[config.mk]
export PLATFORM = sky130hd
export DESIGN_NAME = btn_event_encoder_flat
export DESIGN_NICKNAME = d
export VERILOG_FILES = /design/src/rtl/btn_event_encoder_if.sv /design/src/rtl/btn_event_encoder.sv /design/src/flat_wrapper.sv
export SDC_FILE = /design/constraint.sdc
export NUM_CORES = 1
export LEC_CHECK = 0
export BUFFER_PORTS_ARGS = -buffer_cell sky130_fd_sc_hd__buf_2
export CAP_MARGIN = 5
export CORE_MARGIN = 2
export CORE_UTILIZATION = 30
export DETAILED_ROUTE_END_ITERATION = 10
export HOLD_SLACK_MARGIN = 0.02
export PLACE_DENSITY = 0.45
export SLEW_MARGIN = 20
export SYNTH_ARGS = -nofsm -noshare
export SYNTH_HDL_FRONTEND = slang
export SYNTH_SLANG_ARGS = --single-unit
[constraint.sdc]
create_clock -name clk -period 4.6 [get_ports clk]
set_clock_uncertainty 0.15 [all_clocks]
set_input_delay 0.46 -clock clk [delete_from_list [all_inputs] [get_ports clk]]
set_output_delay 0.46 -clock clk [all_outputs]
set_load 0.005 [all_outputs]
[src/rtl/btn_event_encoder_if.sv]
// Button/event bundle between the button front end and its consumer (the Simon FSM).
// The slave modport is the encoder side and the master modport is the consumer side.
interface btn_event_encoder_if;
  logic [3:0] btn;
  logic       ev_ack;
  logic       ev_valid;
  logic [1:0] ev_val;
  logic [3:0] btn_level;
  logic       overrun;
  logic [7:0] drop_cnt;

  modport slave (
    input  btn,
    input  ev_ack,
    output ev_valid,
    output ev_val,
    output btn_level,
    output overrun,
    output drop_cnt
  );

  modport master (
    output btn,
    output ev_ack,
    input  ev_valid,
    input  ev_val,
    input  btn_level,
    input  overrun,
    input  drop_cnt
  );
endinterface

[src/rtl/btn_event_encoder.sv]
// Synchronises, debounces and priority-encodes four push-buttons into a single-entry
// press event with a valid/ack handshake, and counts presses that had to be dropped.
module btn_event_encoder #(
  parameter int DEBOUNCE_CYCLES = 1000000,
  parameter int CNT_W           = 20
) (
  input  logic                 clk,
  input  logic                 reset,
  btn_event_encoder_if.slave   bus
);
  localparam logic [CNT_W-1:0] CNT_MAX = CNT_W'(DEBOUNCE_CYCLES - 1);

  logic [3:0] s1_reg, s2_reg;
  logic [3:0] level_reg, level_next, level_prev_reg;
  logic [3:0] press;
  logic [1:0] win_idx;
  logic [2:0] n_press, drop_add;
  logic [8:0] drop_sum;

  logic       valid_reg, valid_next;
  logic [1:0] val_reg, val_next;
  logic       overrun_reg, overrun_next;
  logic [7:0] drop_cnt_reg, drop_cnt_next;

  always_ff @(posedge clk) begin
    if (reset) begin
      s1_reg         <= '0;
      s2_reg         <= '0;
      level_reg      <= '0;
      level_prev_reg <= '0;
    end else begin
      s1_reg         <= bus.btn;
      s2_reg         <= s1_reg;
      level_reg      <= level_next;
      level_prev_reg <= level_reg;
    end
  end

  // Per-button debounce: a count restarts whenever the synchronised level agrees again.
  generate
    for (genvar gi = 0; gi < 4; gi++) begin : g_debounce
      logic [CNT_W-1:0] cnt_reg;
      logic             accept;

      assign accept         = (s2_reg[gi] != level_reg[gi]) && (cnt_reg == CNT_MAX);
      assign level_next[gi] = accept ? s2_reg[gi] : level_reg[gi];

      always_ff @(posedge clk) begin
        if (reset) begin
          cnt_reg <= '0;
        end else if (s2_reg[gi] == level_reg[gi] || accept) begin
          cnt_reg <= '0;
        end else begin
          cnt_reg <= cnt_reg + 1'b1;
        end
      end
    end
  endgenerate

  assign press = level_reg & ~level_prev_reg;

  // Lowest index wins; every other simultaneous press is a drop.
  always_comb begin
    win_idx = 2'd0;
    for (int i = 3; i >= 0; i--) begin
      if (press[i]) win_idx = 2'(i);
    end
    n_press = {2'b00, press[0]} + {2'b00, press[1]} + {2'b00, press[2]} + {2'b00, press[3]};
  end

  always_comb begin
    valid_next = valid_reg;
    val_next   = val_reg;
    drop_add   = 3'd0;
    if (|press) begin
      if (!valid_reg || bus.ev_ack) begin
        valid_next = 1'b1;
        val_next   = win_idx;
        drop_add   = n_press - 3'd1;
      end else begin
        drop_add   = n_press;
      end
    end else if (bus.ev_ack) begin
      valid_next = 1'b0;
    end
    drop_sum      = {1'b0, drop_cnt_reg} + {6'b0, drop_add};
    drop_cnt_next = drop_sum[8] ? 8'hFF : drop_sum[7:0];
    overrun_next  = overrun_reg | (drop_add != 3'd0);
  end

  always_ff @(posedge clk) begin
    if (reset) begin
      valid_reg    <= 1'b0;
      val_reg      <= 2'd0;
      overrun_reg  <= 1'b0;
      drop_cnt_reg <= 8'd0;
    end else begin
      valid_reg    <= valid_next;
      val_reg      <= val_next;
      overrun_reg  <= overrun_next;
      drop_cnt_reg <= drop_cnt_next;
    end
  end

  assign bus.ev_valid  = valid_reg;
  assign bus.ev_val    = val_reg;
  assign bus.btn_level = level_reg;
  assign bus.overrun   = overrun_reg;
  assign bus.drop_cnt  = drop_cnt_reg;
endmodule

[src/flat_wrapper.sv]
// flat-port wrapper written by rule: the top's interface ports become plain ports
module btn_event_encoder_flat 
#(
  parameter int DEBOUNCE_CYCLES = 1000000,
  parameter int CNT_W           = 20
)
  (clk, reset, bus_btn, bus_ev_ack, bus_ev_valid, bus_ev_val, bus_btn_level, bus_overrun, bus_drop_cnt);
  btn_event_encoder_if bus_i ();
  input  logic clk;
  input  logic reset;
  input wire logic [$bits(bus_i.btn)-1:0] bus_btn;
  input wire logic [$bits(bus_i.ev_ack)-1:0] bus_ev_ack;
  output wire logic [$bits(bus_i.ev_valid)-1:0] bus_ev_valid;
  output wire logic [$bits(bus_i.ev_val)-1:0] bus_ev_val;
  output wire logic [$bits(bus_i.btn_level)-1:0] bus_btn_level;
  output wire logic [$bits(bus_i.overrun)-1:0] bus_overrun;
  output wire logic [$bits(bus_i.drop_cnt)-1:0] bus_drop_cnt;
  assign bus_i.btn = bus_btn;
  assign bus_i.ev_ack = bus_ev_ack;
  assign bus_ev_valid = bus_i.ev_valid;
  assign bus_ev_val = bus_i.ev_val;
  assign bus_btn_level = bus_i.btn_level;
  assign bus_overrun = bus_i.overrun;
  assign bus_drop_cnt = bus_i.drop_cnt;
  btn_event_encoder #(.DEBOUNCE_CYCLES(DEBOUNCE_CYCLES), .CNT_W(CNT_W)) u_core (.clk(clk), .reset(reset), .bus(bus_i));
endmodule
==> results of run 1 <==
## layout make-up
cell class | instances | area (sq um)
well taps | 216 | 270
multi-input cells | 399 | 2500
clock inverters | 2 | 35.0
inverters | 34 | 128
flip-flops and latches | 108 | 2160
fillers | 1682 | 10400
clock buffers | 12 | 256
repair buffers | 24 | 125
## synth_stat cells (all sizes together) (2+ instances only)
cell type	n
ha	11
o21a	2
o31ai	6
and4	5
o211ai	3
o21ai	27
a21o	3
nand4	17
or3	22
inv	34
nor3	16
and2	4
dfxtp	108
o21ba	2
and3	8
buf	9
nor4	8
clkbuf	6
xnor2	35
or4	16
nand2	21
nand2b	7
or4b	4
nor2b	15
xor2	19
nand3	34
a21oi	36
fa	2
nor2	63
## power groups by stage
stage | combinational (uW) | sequential (uW) | clock, uW
2_1_floorplan | 16.0 | 962 | 0
3_3_place_gp | 20.3 | 963 | 0
3_5_place_dp | 20.2 | 963 | 0
4_1_cts | 20.3 | 941 | 803
5_1_grt | 22.5 | 941 | 837
6_report | 19.8 | 942 | 770
## cell families after synthesis
group                      count (synthesis)
AOI/OAI and AO/OA                         85
xor gates and xnor gates                  54
adders and majority gates                 13
buffers and inverters                     49
DFF                                      108
muxes                                      1
and+or+nand+nor                          246
## metrics by stage
stage	hold WS, ns	power, uW	setup WS [ns]	std cells	utilization
floorplan	0.264	978	1.15	556	-
global placement	0.277	983	0.965	781	0.327
detailed placement	0.286	983	0.896	781	0.327
CTS	0.160	1760	0.893	795	0.345
global route	0.165	1800	0.600	795	0.345
finish	0.174	1730	0.911	795	0.345
## layer usage
| metal | track usage | vias to the layer above |
|---|---|---|
| met2 | 0.168 | 31 |
| met5 | 0 | - |
| met3 | 0.0258 | 13 |
| met4 | 0.0543 | 0 |
| met1 | 0.153 | 1699 |
| li1 | - | 1987 |
## worst max path at each step
stage,depth (start not counted),start,slack (ns),to
2_1_floorplan,17,u_core.bus.btn_level[0]$_SDFFE_PP0P_,1.15,u_core.bus.drop_cnt[5]$_SDFF_PP0_
6_report,17,u_core.bus.btn_level[0]$_SDFFE_PP0P_,0.91,u_core.bus.drop_cnt[5]$_SDFF_PP0_
3_5_place_dp,17,u_core.bus.btn_level[0]$_SDFFE_PP0P_,0.90,u_core.bus.drop_cnt[5]$_SDFF_PP0_
3_3_place_gp,17,u_core.bus.btn_level[0]$_SDFFE_PP0P_,0.96,u_core.bus.drop_cnt[5]$_SDFF_PP0_
5_1_grt,17,u_core.bus.btn_level[0]$_SDFFE_PP0P_,0.60,u_core.bus.drop_cnt[5]$_SDFF_PP0_
4_1_cts,17,u_core.bus.btn_level[0]$_SDFFE_PP0P_,0.89,u_core.bus.drop_cnt[5]$_SDFF_PP0_
==> impl_metrics.toml, run 1 <==
[final_layout]
layout_common_cells = "dfxtp_1, nor2_1, a21oi_1, xnor2_1, inv_1"
layout_commonest_cell = "dfxtp_1"
syn2layout_area_growth_pct = 12.3
largest_reg_flops = 80
final_area_sq_um = 5480
drive_above_1_share = 0.0829
fin_nets = 596
diodes = 0

[worst_hold_path]
holdCritPathClass = "input pin to register"
min_delay_path_depth = 2
hp-start = "bus_btn[1]"
hold_end = "u_core.s1_reg[1]$_SDFF_PP0_"

[synth]
synthMuxAreaShare = 0.00205
synth-compound-area-share = 0.104
synth_top_area_cell = "dfxtp_1"
seq_area_frac_synth = 0.443
synthSimpleGateAreaFrac = 0.274
syn_inst = 556
synthAdderAreaFrac = 0.0364
synth_top_family_by_area = "simple AND/OR/NAND/NOR gates"
synth_nets = 576
synth.area.top_cells = "dfxtp_1, xnor2_1, nor2_1"
synth-main-ff-cell = "dfxtp_1"
ys_seq_elements = 108
synth_warnings = 0
syn_area_per_cell_sq_um = 8.78
synth_edf_count = 0
synth_xor_area_frac = 0.0969
syn_area_sq_um = 4880
yosys.cell_types.count = 51
netlist.area_leader.share = 0.443
synthArstFlopShare = 0

[cts]
postCtsSetupRepairBufs = 0
clk_pin_slew_ns = 0.07
cts_buffers = 9
htreeDepth = 3
clock_latency_ns = 0.35
ctsHoldBuffers = 0
cts_buffer_depth = 2
root_buffer = "clkbuf_16"
clkSinkCount = 108
cts_tree = "done"
cts_resized = 0

[sta]
fmax_mhz = 271
rsz0062_at_grt = "no"
worst_slew_pin_slew_ns = 0.787
timing.final.hold_violations = 0
slew_headroom = 0.475
timing.final.crit_share = 0.802
period_needed_ns = 3.69
fin_setup_tns_ns = 0
setup_viol = 0
slew_viol_final = 0

[routing]
wirelength_mm = 9.33
drt_iter0_drc = 173
drcViolationCount = 0
vias = 3730
via_per_inst = 4.69
met2_length_mm = 3.93
drtAntennaViolNets = 0
wirelength_met1_mm = 4.96
wire_per_inst_microns = 11.7
top_layer = "met4"
wl_met3_microns = 251
drtPass1Iterations = 4

[pwr]
power_frac_seq = 0.544
swShare = 0.197
internal_power_uw = 1390
p_sw_uw = 341
p_per_area_nw_per_um2 = 316
p_leak_uw = 0.00175
power.share.clock = 0.445
ir_worst_vdd_mv = 0.208
combPwrFrac = 0.011

[placement]
dp_hpwl_mm = 6.53
gp_congestion = 0.752
placed_cell_area_sq_um = 5190
io_buffer_count = 22

[floorplan]
fp.dieArea_sq_um = 17300
core_area_sq_um = 15900
chipWidth_microns = 132
start_util = 0.307
num_rows = 46
die_h_microns = 132
io-pin-count = 23

[global_route]
grt_max_degree = 35
grt_usage = 0.113
overflow = 0
grt_pass1_vias = 3428
antenna_found_initial = 0
grt_pass1_wl_mm = 16.1

[critical_path]
crit_top_cell = "inv_1"
crit_path_cell_trace = "nand2b_1, inv_1, ha_1, inv_1, fa_1, inv_1, ha_1, inv_1, ha_1, inv_1, or3_1, a21oi_1, ha_1, nor2b_1, o211ai_1, and4_1, nor3_1"
critPathSlowestCell = "or3_1"
reg2regPathDepth = 17
cp_data_arrival_time_ns = 3.75
cp-end-kind = "register"
crit_family = "adder cells"
crit_required_ns = 4.66
path_max_fanout = 5
timing.rr.end = "u_core.bus.drop_cnt[5]$_SDFF_PP0_"
crit_buf_inv = 5
slowest_delay_ns = 0.38
cp-start-kind = "register"
path_class = "register to register"
r2r_start = "u_core.bus.btn_level[0]$_SDFFE_PP0P_"
r2r_slack_ns = 0.91

[flow_run]
max_cap_viol_count = 0

[status]
status = "completed"
Power figures use the tool's default switching activity.
==> run 2, diff against run 1 <==
==> constraint.sdc (replaced) <==
create_clock -name clk -period 3.4 [get_ports clk]
set_clock_uncertainty 0.15 [all_clocks]
set_input_delay 0.34 -clock clk [delete_from_list [all_inputs] [get_ports clk]]
set_output_delay 0.34 -clock clk [all_outputs]
set_load 0.005 [all_outputs]
==> run 2 against run 1 <==
Core utilization rose by 0.57 points. Combinational power grew 36%. Sequential share of layout area fell by 0.57 points. First-iteration DRC count decreased by 5.8%. Non-clock buffer count up 9. Power increased by 27%.
==> impl_metrics.toml, run 2 (synthesized netlist as in run 1, its figures left out) <==
[placement]
dp_hpwl_mm = 6.69
io_buffer_count = 22
placed_cell_area_sq_um = 5260
gp_congestion = 0.726
pre_cts_slack_ns = -0.0334

[global_route]
antenna_found_initial = 0
grt_max_degree = 35
grt_pass1_wl_mm = 16.8
overflow = 0
grt_usage = 0.116
grt_pass1_vias = 3640

[sta]
fin_setup_tns_ns = 0
period_needed_ns = 3.27
setup_viol = 0
worst_slew_pin_slew_ns = 0.790
setup_ws_ns = 0.130
slew_viol_final = 0
fmax_mhz = 306
slew_headroom = 0.473
timing.final.hold_violations = 0
timing.final.crit_share = 0.962

[routing]
drtPass1Iterations = 4
drt_iter0_drc = 163
drcViolationCount = 0
wirelength_mm = 9.57
drtAntennaViolNets = 0
wire_per_inst_microns = 12.0
via_per_inst = 4.77
vias = 3822

[critical_path]
path_class = "register to register"
setup.worst_path.start = "u_core.level_prev_reg[1]$_SDFF_PP0_"
crit_required_ns = 3.46
cp-end-kind = "register"
reg2regPathDepth = 17
path_max_fanout = 4
r2r_start = "u_core.level_prev_reg[1]$_SDFF_PP0_"
cp_data_arrival_time_ns = 3.33
cp-start-kind = "register"

[worst_hold_path]
hp-start = "bus_btn[2]"
min_delay_path_depth = 2
holdCritPathClass = "input pin to register"

[pwr]
p_per_area_nw_per_um2 = 395
ir_worst_vdd_mv = 0.225
p_leak_uw = 0.00177

[final_layout]
fin_nets = 605
layout_commonest_cell = "dfxtp_1"
diodes = 0
largest_reg_flops = 80
final_area_sq_um = 5570
drive_above_1_share = 0.123
syn2layout_area_growth_pct = 14.2
layout_common_cells = "dfxtp_1, nor2_1, xnor2_1, a21oi_1, nand3_1"

[floorplan]
core_area_sq_um = 15900
chipWidth_microns = 132
die_h_microns = 132
num_rows = 46
fp.dieArea_sq_um = 17300
io-pin-count = 23
start_util = 0.307

[cts]
clkSinkCount = 108
clk_pin_slew_ns = 0.06
root_buffer = "clkbuf_16"
clock_latency_ns = 0.34
cts_buffers = 9
htreeDepth = 3
cts_buffer_depth = 2
cts_tree = "done"

[status]
status = "completed"

[flow_run]
max_cap_viol_count = 0
[run 2: cell types whose count changed in the layout (fill, tap and decap cells not counted), sizes merged]
| cell | previous run | this run |
|---|---|---|
| buf | 24 | 33 |
| bufinv | 1 | 0 |
| clkbuf | 12 | 10 |
[run 2: timing repair]
action / 4_1_cts / 5_1_grt
setup endpoints to repair: 6 / 8
buffers inserted: 0 / 2
gates resized for setup: 2 / 15
pin swaps: 1 / 11
hold buffers: 0 / 0
[run 2: path summary, 6_finish.rpt]
check / end / slack (ns)
min reg2reg: u_core.g_debounce[3].cnt_reg[0]$_SDFF_PP0_ / 0.30
max: u_core.bus.drop_cnt[5]$_SDFF_PP0_ / 0.13
max reg2reg: u_core.bus.drop_cnt[5]$_SDFF_PP0_ / 0.13
min: u_core.s1_reg[2]$_SDFF_PP0_ / 0.06
[run 2: layout make-up]
class	count	area, sq um
Timing Repair Buffer	33	193
Clock buffer	10	229
Inverter	34	128
Tap cell	216	270
Multi-Input combinational cell	399	2580
Fill cell	1711	10300
Sequential cell	108	2170
Clock inverter	1	5.00
[run 2: critical path: stages (launching register included)]
cell and delay, ns:
dfxtp_2 0.32, nand2b_4 0.11, inv_2 0.03, ha_1 0.28, inv_2 0.04, fa_2 0.32
inv_2 0.07, ha_4 0.20, inv_2 0.04, ha_2 0.14, inv_1 0.04, or3_4 0.38
a21oi_4 0.18, ha_4 0.22, nor2b_4 0.13, o211ai_1 0.19, and4_1 0.23, nor3_2 0.05
[run 2: routing by layer]
layer,vias to the layer above,routed length (microns),share of wire,GRT usage
li1,2010,-,-,-
met1,1762,4980,0.52,0.150
met2,39,4170,0.44,0.183
met3,11,235,0.025,0.0251
met4,0,191,0.020,0.0562
met5,-,0,0,0
[run 2: metrics by stage]
step	total power [uW]	cells	utilization	hold WS, ns
global route	2300	801	0.351	0.0594
finish	2200	801	0.351	0.0587
global placement	1330	788	0.331	0.278
floorplan	1320	556	-	0.264
detailed placement	1330	788	0.331	0.289
CTS	2250	799	0.346	0.0405
[run 2: power breakdown]
group | switching (uW) | total, uW | leakage, uW | internal, uW
logic | 17.9 | 27.0 | 0.000776 | 9.16
clock network | 423 | 899 | 0.000116 | 475
registers | 3.54 | 1270 | 0.000873 | 1270
total | 445 | 2200 | 0.00177 | 1750
==> run 3, diff against run 2 <==
--- a/config.mk
+++ b/config.mk
@@ -5,13 +5,14 @@
 export SDC_FILE = /design/constraint.sdc
 export NUM_CORES = 1
 export LEC_CHECK = 0
-export BUFFER_PORTS_ARGS = -buffer_cell sky130_fd_sc_hd__buf_2
+export BUFFER_PORTS_ARGS = -buffer_cell sky130_fd_sc_hd__buf_4
 export CAP_MARGIN = 5
 export CORE_MARGIN = 2
 export CORE_UTILIZATION = 30
 export DETAILED_ROUTE_END_ITERATION = 10
 export HOLD_SLACK_MARGIN = 0.02
 export PLACE_DENSITY = 0.45
+export RECOVER_POWER = 50
 export SLEW_MARGIN = 20
 export SYNTH_ARGS = -nofsm -noshare
 export SYNTH_HDL_FRONTEND = slang
==> run 3 against run 2 <==
Final cell count grew 0.37%. Power grew 7.6%. Largest cell class unchanged. Critical endpoint unchanged. Non-clock buffer count shrank 2. Routed wire length shrank 0.89%. Worst hold slack lost 0.013 ns. Highest routed layer unchanged. Sequential cell count is the same.
==> impl_metrics.toml, run 3 (synthesized netlist as in run 1, its figures left out) <==
[sta]
fin_setup_tns_ns = 0
slew_headroom = 0.394
fmax_mhz = 308
timing.final.crit_share = 0.954
timing.final.hold_violations = 0
worst_slew_pin_slew_ns = 0.910
whs_ns = 0.0461
setup_viol = 0
period_needed_ns = 3.24
rsz0062_at_grt = "no"
setup_ws_ns = 0.157
slew_viol_final = 0

[floorplan]
fp.dieArea_sq_um = 17300
num_rows = 46
die_h_microns = 132
chipWidth_microns = 132
core_area_sq_um = 15900
io-pin-count = 23
start_util = 0.307

[final_layout]
syn2layout_area_growth_pct = 15.6
drive_above_1_share = 0.109
layout_commonest_cell = "dfxtp_1"
diodes = 0
layout_common_cells = "dfxtp_1, nor2_1, xnor2_1, a21oi_1, nand3_1"
layoutNonFillerInstCount = 804
fin_nets = 603
largest_reg_flops = 80

[critical_path]
r2r_slack_ns = 0.16
cp_data_arrival_time_ns = 3.32
path_class = "register to register"
crit_buf_inv = 5
path_max_fanout = 4
cp-start-kind = "register"
crit_path_cell_trace = "nand2b_4, inv_1, ha_1, inv_2, fa_2, inv_2, ha_4, inv_1, ha_1, inv_1, or3_4, a21oi_4, ha_4, nor2b_4, o211ai_1, and4_1, nor3_1"
crit_cells = 17
crit_family = "adder cells"
cp-end-kind = "register"
crit_required_ns = 3.47
crit_top_cell = "inv_1"
critPathSlowestCell = "or3_4"
r2r_start = "u_core.level_prev_reg[0]$_SDFF_PP0_"
reg2regPathDepth = 17
slowest_delay_ns = 0.38
timing.rr.end = "u_core.bus.drop_cnt[5]$_SDFF_PP0_"

[routing]
drt_iter0_drc = 216
wire_per_inst_microns = 11.8
met2_length_mm = 4.09
drtPass1Iterations = 4
top_layer = "met4"
drtAntennaViolNets = 0
drcViolationCount = 0
via_per_inst = 4.73
wirelength_met1_mm = 4.92
wirelength_mm = 9.49
wl_met3_microns = 263
vias = 3800

[cts]
cts_buffers = 9
ctsHoldBuffers = 0
clk_pin_slew_ns = 0.07
cts_buffer_depth = 2
clock_latency_ns = 0.35
root_buffer = "clkbuf_16"
clkSinkCount = 108
htreeDepth = 3
cts_tree = "done"

[worst_hold_path]
min_delay_path_depth = 2
holdCritPathClass = "input pin to register"
hold_end = "u_core.s1_reg[0]$_SDFF_PP0_"
hp-start = "bus_btn[0]"

[flow_run]
max_cap_viol_count = 0

[pwr]
p_leak_uw = 0.00176
ir_worst_vdd_mv = 0.227
fin_total_pwr_uw = 2370
p_per_area_nw_per_um2 = 420

[placement]
pre_cts_slack_ns = -0.0132
dp.cells = 787
io_buffer_count = 22
dp_hpwl_mm = 6.59
gp_congestion = 0.730

[global_route]
overflow = 0
grt_pass1_wl_mm = 16.1
antenna_found_initial = 0
grt_max_degree = 35
grt_pass1_vias = 3475
grt_usage = 0.112

[status]
status = "completed"
run 3: cell count changes in the layout (fill, tap and decap cells not counted), sizes merged:
cell and delta:
buf -23, bufinv +1, clkbuf +22, clkinv +3
run 3: final cells by class:
class,instances,area [sq um]
flip-flops and latches,108,2160
repair buffers,31,210
well taps,216,270
clock buffers,11,253
clock inverters,5,50.0
multi-input cells,399,2570
fillers,1649,10200
inverters,34,128
run 3: power breakdown:
part           switching [uW]  total (uW)  internal (uW)
Clock                     459        1070            606
Sequential               3.38        1270           1270
Combinational            17.8        28.4           10.5
run 3: per-stage QoR:
stage | util | instance area [sq um]
2_1_floorplan | - | 4900
6_report | 0.355 | 5640
3_3_place_gp | 0.334 | 5310
3_5_place_dp | 0.334 | 5310
4_1_cts | 0.353 | 5610
5_1_grt | 0.355 | 5640
run 3: worst max-delay path by stage:
stage | slack (ns) | from | end
after global routing | 0.002 | u_core.level_prev_reg[0]$_SDFF_PP0_ | u_core.bus.drop_cnt[5]$_SDFF_PP0_
after global placement | 0.03 | u_core.level_prev_reg[0]$_SDFF_PP0_ | u_core.bus.drop_cnt[5]$_SDFF_PP0_
after detailed placement | -0.01 | u_core.level_prev_reg[0]$_SDFF_PP0_ | u_core.bus.drop_cnt[5]$_SDFF_PP0_
after floorplan | 0.002 | u_core.bus.btn_level[1]$_SDFFE_PP0P_ | u_core.bus.drop_cnt[5]$_SDFF_PP0_
final | 0.16 | u_core.level_prev_reg[0]$_SDFF_PP0_ | u_core.bus.drop_cnt[5]$_SDFF_PP0_
after CTS | -0.008 | u_core.level_prev_reg[0]$_SDFF_PP0_ | u_core.bus.drop_cnt[4]$_SDFF_PP0_
run 3: repair_timing:
action	in CTS	in global routing
setup endpoints to repair	5	8
gates resized for setup	1	14
endpoints found under the hold margin	0	0
setup buffers	0	1
pin swaps	2	10
run 3: metal layers:
metal,GRT usage,vias to the layer above
li1,-,1999
met1,0.145,1754
met2,0.175,35
met3,0.0243,12
met4,0.0580,0
met5,0,-
